## src/rtl/multiple_clk_pkg.sv

```systemverilog
// Shared constants and helpers for the multiple_clk dual-rate register block.
package multiple_clk_pkg;

  localparam int DIV1_DEFAULT = 5;
  localparam int DIV2_DEFAULT = 4;

  // Divider counter width; a divide-by-1 still needs a 1-bit register.
  function automatic int cnt_w(input int div);
    if (div <= 1) begin
      return 1;
    end else begin
      return $clog2(div);
    end
  endfunction

endpackage

```

## src/rtl/multiple_clk_tick_gen.sv

```systemverilog
// Clock-enable generator: tick is high for one clk out of every DIV.
module multiple_clk_tick_gen
  import multiple_clk_pkg::*;
#(
  parameter int DIV = DIV1_DEFAULT
) (
  input  logic clk,
  input  logic rst,
  output logic tick
);

  localparam int W = cnt_w(DIV);
  localparam logic [W-1:0] LAST = W'(DIV - 1);
  localparam logic [W-1:0] ONE  = W'(1);

  if (DIV < 1) begin : g_div_check
    $fatal(1, "multiple_clk_tick_gen: DIV must be >= 1");
  end

  logic [W-1:0] cnt_r;

  // Phase counter: 0..DIV-1, wraps on the tick cycle
  always_ff @(posedge clk) begin
    if (rst) begin
      cnt_r <= '0;
    end else if (tick) begin
      cnt_r <= '0;
    end else begin
      cnt_r <= cnt_r + ONE;
    end
  end

  assign tick = (cnt_r == LAST);

endmodule

```

## src/rtl/multiple_clk.sv

```systemverilog
// Dual-rate registered logic: f1 = a & b every DIV1 clks, f2 = b ^ c every DIV2 clks.
// Define MULTIPLE_CLK_TICK_OUT_EN to expose the tick strobes as tick1_o / tick2_o.
module multiple_clk
  import multiple_clk_pkg::*;
#(
  parameter int DIV1 = DIV1_DEFAULT,
  parameter int DIV2 = DIV2_DEFAULT
) (
  input  logic clk,
  input  logic rst,
  input  logic a,
  input  logic b,
  input  logic c,
  output logic f1,
  output logic f2
`ifdef MULTIPLE_CLK_TICK_OUT_EN
  ,
  output logic tick1_o,
  output logic tick2_o
`endif
);

  logic tick1_s;
  logic tick2_s;
  logic f1_r;
  logic f2_r;

  multiple_clk_tick_gen #(.DIV(DIV1)) u_tick1 (
    .clk  (clk),
    .rst  (rst),
    .tick (tick1_s)
  );

  multiple_clk_tick_gen #(.DIV(DIV2)) u_tick2 (
    .clk  (clk),
    .rst  (rst),
    .tick (tick2_s)
  );

  // f1 samples a & b only on tick1 edges
  always_ff @(posedge clk) begin
    if (rst) begin
      f1_r <= 1'b0;
    end else if (tick1_s) begin
      f1_r <= a & b;
    end else begin
      f1_r <= f1_r;
    end
  end

  // f2 samples b ^ c only on tick2 edges
  always_ff @(posedge clk) begin
    if (rst) begin
      f2_r <= 1'b0;
    end else if (tick2_s) begin
      f2_r <= b ^ c;
    end else begin
      f2_r <= f2_r;
    end
  end

  assign f1 = f1_r;
  assign f2 = f2_r;

`ifdef MULTIPLE_CLK_TICK_OUT_EN
  // A divide-by-1 counter ticks during reset too, so mask with rst.
  assign tick1_o = tick1_s & ~rst;
  assign tick2_o = tick2_s & ~rst;
`endif

endmodule

```

## config.mk

```make
export PLATFORM = sky130hd
export DESIGN_NAME = multiple_clk
export DESIGN_NICKNAME = d
export VERILOG_FILES = /design/src/rtl/multiple_clk_pkg.sv /design/src/rtl/multiple_clk_tick_gen.sv /design/src/rtl/multiple_clk.sv
export SDC_FILE = /design/constraint.sdc
export NUM_CORES = 1
export LEC_CHECK = 0
export BUFFER_PORTS_ARGS = -buffer_cell sky130_fd_sc_hd__clkbuf_2
export CORE_AREA = 2 2 39 41
export DETAILED_ROUTE_END_ITERATION = 10
export DIE_AREA = 0 0 41 43
export GPL_TIMING_DRIVEN = 0
export PLACE_DENSITY = 0.5
export SLEW_MARGIN = 0
export SYNTH_ARGS = -nofsm -noshare
export SYNTH_HDL_FRONTEND = slang
export SYNTH_SLANG_ARGS = --single-unit
```

## constraint.sdc

```tcl
create_clock -name clk -period 1.4 [get_ports clk]
set_input_delay 0.07 -clock clk [delete_from_list [all_inputs] [get_ports clk]]
set_output_delay 0.07 -clock clk [all_outputs]
set_load 0.01 [all_outputs]
```

==> results <==
- Gates resized during post-CTS repair numbered 0.
- By area the synthesized netlist is led by dfxtp_1 (50%), ha_1 (13%), and2_1 (4.5%), a21bo_2 (3.6%), a21oi_1 (3.6%).
- The final setup violation count is 0.
- The most used flip-flop cell after synthesis is dfxtp_1.
- The floorplan die area is about 0.0018 sq mm.
- In this run the clock root is driven by a clkbuf_4.
- The total area inside the core boundary comes to approximately 0.0014 sq mm.
- The synthesized net count is 34.
- The total overflow left after global routing is 0.
- The run finished with clean final reports.
- The DRC marker count from the first detailed-route iteration is 2.
- The post-synthesis xor/xnor area fraction is 3.13%.
- The count of antenna diodes in the layout is 0.
- The design internal power is approximately 350 uW.
- The commonest cells after synthesis are dfxtp_1 (7), ha_1 (3), a21oi_1 (2), and2_1 (2), inv_1 (2).
- The overall routing resource usage is under 10%.
- Synthesis inferred 7 register bits.
- Routability-driven placement finished with a final weighted congestion of approximately 0.64.
- The die is about 43 um tall.
- The start-to-end type of the worst setup path is reg -> reg.
- The DRC violation count after routing is 0.
- Once detail routing completed, the nets flagged for antenna violations numbered 0.
- The number of hold buffers added after CTS was 0.
- The worst ir drop on vdd is approximately 770 uV.
- The combinational fraction of design power is 11.3%.
- For the final database, setup skew stands at around 0.0035 ns.
- Clock tree synthesis inserted a total of 3 buffers.
- Counting the fill cells in the layout gives 155.
- The half-perimeter wire length of the detailed placement result is between 300 and 400 um.
- The biggest area contributor in the post-synthesis netlist is dfxtp_1.
- Of the total power, registers draw 49.8%.
- The count of buffers from port buffering is 6.
- In this run the power density over the cells is ~1300 mW/mm^2.
- The detailed router placed about 200 vias in this run.
- The switching power total is between 100 and 150 uW.
- The synthesized netlist devotes 13.4% of its cell area to adder and majority cells.
- The number of global-route vias before repair is 177.
- The critical path starts at u_tick1.cnt_r[0]$_SDFF_PP0_.
- Setup total negative slack on the finished layout was measured at 0 ns.
- The actual slew at the worst max-slew pin is roughly 0.17 ns.
- Max-cap violations in this run came to 0.
- Of the total power, the clock network draws approximately two fifths.
- Dividing the final minimum period by the clock period gives between 80% and 90%.
- The post-route cell area is 357 sq um.
- Once the clock tree was built, the setup fixing pass inserted 0 buffers.
- The endpoint identified for the worst register-to-register timing path is u_tick1.cnt_r[2]$_SDFF_PP0_.
- The startpoint of the most critical hold path is rst.
- The async set or reset register ratio after synthesis is 0%.
- The smallest clock period supported by the final layout is computed as about 1.2 ns.
- Clock-pin slew was measured on the worst setup and hold paths at 0.05 ns.
- CTS saw 7 sinks.
- Entering global routing, the biggest net connects 7 pins.
- Counting along the longest clock path gives a buffer depth of 2.
- The post-synthesis mux area share is 0%.
- Measured along the x axis, the die boundary spans between 40 and 50 um.
- Hold is met by 0.0648 ns.
- The destination of the critical timing path is u_tick1.cnt_r[2]$_SDFF_PP0_.
- The synthesized netlist devotes between 10% and 20% of its cell area to compound gates.
- The fraction of the yosys area taken by sequential cells is between 50% and 60%.
- The routed length per instance is ~7.9 um.
- The completed layout was analyzed and its total power is about 450 uW.
- Setup repair after global routing left no endpoint under its margin.
- The number of antenna violations at the first check in global routing came to 0.
- The Yosys step of the flow raised 0 warnings.
- STA puts the critical path data required time at between 1.5 and 2 ns.
- The number of H-tree levels is 1.
- The first-pass iteration count of the detailed router is 2.
- The worst reg-to-reg setup slack is 0.22 ns.
- STA classifies the critical path startpoint as a flop.
- The first global-routing pass estimated ~660 um of wire.
- The average cell area after synthesis is around 11 sq um.
- The capturing element type of the critical path is a flop.
- The initial core utilization is about a fifth.
- The post-synthesis instance area is ~280 sq um.
- At the worst endpoint, the arrival time is 1.37 ns.
- The simple-gate share of the synthesized area is between 10% and 20%.
- The wire length after detailed routing is between 400 and 500 um.
- In this run the worst path has a maximum fanout of 4.
- The gate count of the mapped netlist is 26.
- The area growth from synthesis to layout is 27.2%.
- The leading cell type by number of instances after synthesis is dfxtp_1.
- After synthesis, the largest family of logic cells by area is simple AND/OR/NAND/NOR gates.
- Counting cells, the worst reg-to-reg path comes to 4.
- The number of different library cells used by synthesis comes to 15.
- During I/O placement, the number of pins put on the boundary was 7.
- The share of final-layout standard cells stronger than drive strength 1 is about 31%.
- In the routed layout, each cell is associated on average with a via count of about 3.8.
- The total placed instance area is between 300 and 400 sq um.
- The final count of pins violating max slew was 0.
- The net count of the finished layout is 45.
- The number of enable-type register cells in the synthesized netlist is 0.
- The initialized floorplan defines 14 standard-cell rows.
- The analysis attributes to cell leakage a power of 0.152 nW.
- Headroom to the max-slew limit came out at 88.9%.
- The final hold violation count is 0.
- The worst min-delay path category is in -> reg.
- Net switching is between 20 and 25% of the power.
- The clock latency reported for the late side of the worst-skew pair is approximately 0.24 ns.
- The fraction of synthesized cell area taken by the top area cell type is 50.0%.
- The TritonCTS clock tree is built.
- The reg-to-reg critical path startpoint is u_tick1.cnt_r[0]$_SDFF_PP0_.
- The highest attainable clock frequency is roughly 0.85 GHz.
-- cell usage in the layout, fill, tap and decap left out, types with 2 or more instances in the layout --
cell type	n
a21oi_1	2
and2_1	2
clkbuf_2	6
clkbuf_4	3
dfxtp_1	7
ha_1	3
inv_1	2
-- worst min-delay path by stage --
stage / slack (ns) / endpoint / depth (start not counted)
after detailed placement: 0.32 / u_tick1.cnt_r[2]$_SDFF_PP0_ / 2
after CTS: 0.06 / u_tick1.cnt_r[2]$_SDFF_PP0_ / 2
after global routing: 0.07 / u_tick1.cnt_r[2]$_SDFF_PP0_ / 2
after global placement: 0.32 / u_tick1.cnt_r[2]$_SDFF_PP0_ / 2
after floorplan: 0.13 / u_tick1.cnt_r[2]$_SDFF_PP0_ / 1
final: 0.06 / u_tick1.cnt_r[2]$_SDFF_PP0_ / 2
-- through the flow --
step / setup WS, ns / utilization (%) / instances
2_1_floorplan: 0.279 / - / 26
3_3_place_gp: 0.231 / 23.9 / 48
3_5_place_dp: 0.217 / 23.9 / 48
4_1_cts: 0.205 / 25.8 / 52
5_1_grt: 0.129 / 25.8 / 52
6_report: 0.219 / 25.8 / 52
-- power groups by stage --
stage               registers [mW]  clock network, mW  logic [mW]
finish                       0.226              0.176      0.0510
global route                 0.227              0.197      0.0617
CTS                          0.226              0.187      0.0526
detailed placement           0.230                  0      0.0519
global placement             0.229                  0      0.0513
floorplan                    0.229                  0      0.0335
-- per-layer routing --
metal	part of all wire, %	vias up	track usage (%)
met5	0	-	0
met4	0	0	0
met3	12	0	7.85
met2	34	9	6.88
met1	53	79	7.47
li1	-	110	-
-- flip-flops by register name, indices dropped and copies added (netlist names) --
| name | count |
|---|---|
| f2 | 1 |
| u_tick1.cnt_r | 3 |
| f1 | 1 |
| u_tick2.cnt_r | 2 |
-- worst max-delay path, stage by stage (launching register included) --
cell and delay (ns):
dfxtp_1 0.32, inv_1 0.06, ha_1 0.24, or3b_1 0.39, a21oi_2 0.11
-- layout make-up --
| type | instances | area, sq um | share of cell area, % |
|---|---|---|---|
| sequential | 7 | 140 | 39.3 |
| multi-input combinational | 17 | 133 | 37.2 |
| timing repair buffer | 6 | 30.0 | 8.42 |
| clock buffer | 4 | 26.3 | 7.37 |
| tap | 16 | 20.0 | 5.61 |
| inverter | 2 | 7.51 | 2.11 |
-- cell families (layout without fill, tap and decap cells) --
group                    count (synthesis)  in the layout
AO/OA/AOI/OAI                            5              5
XOR/XNOR                                 1              1
adder cells (fa/ha/maj)                  3              3
buffers and inverters                    2             12
flip-flops                               7              7
AND/OR/NAND/NOR                          8              8
No activity file was read; power rests on OpenSTA's default activity.
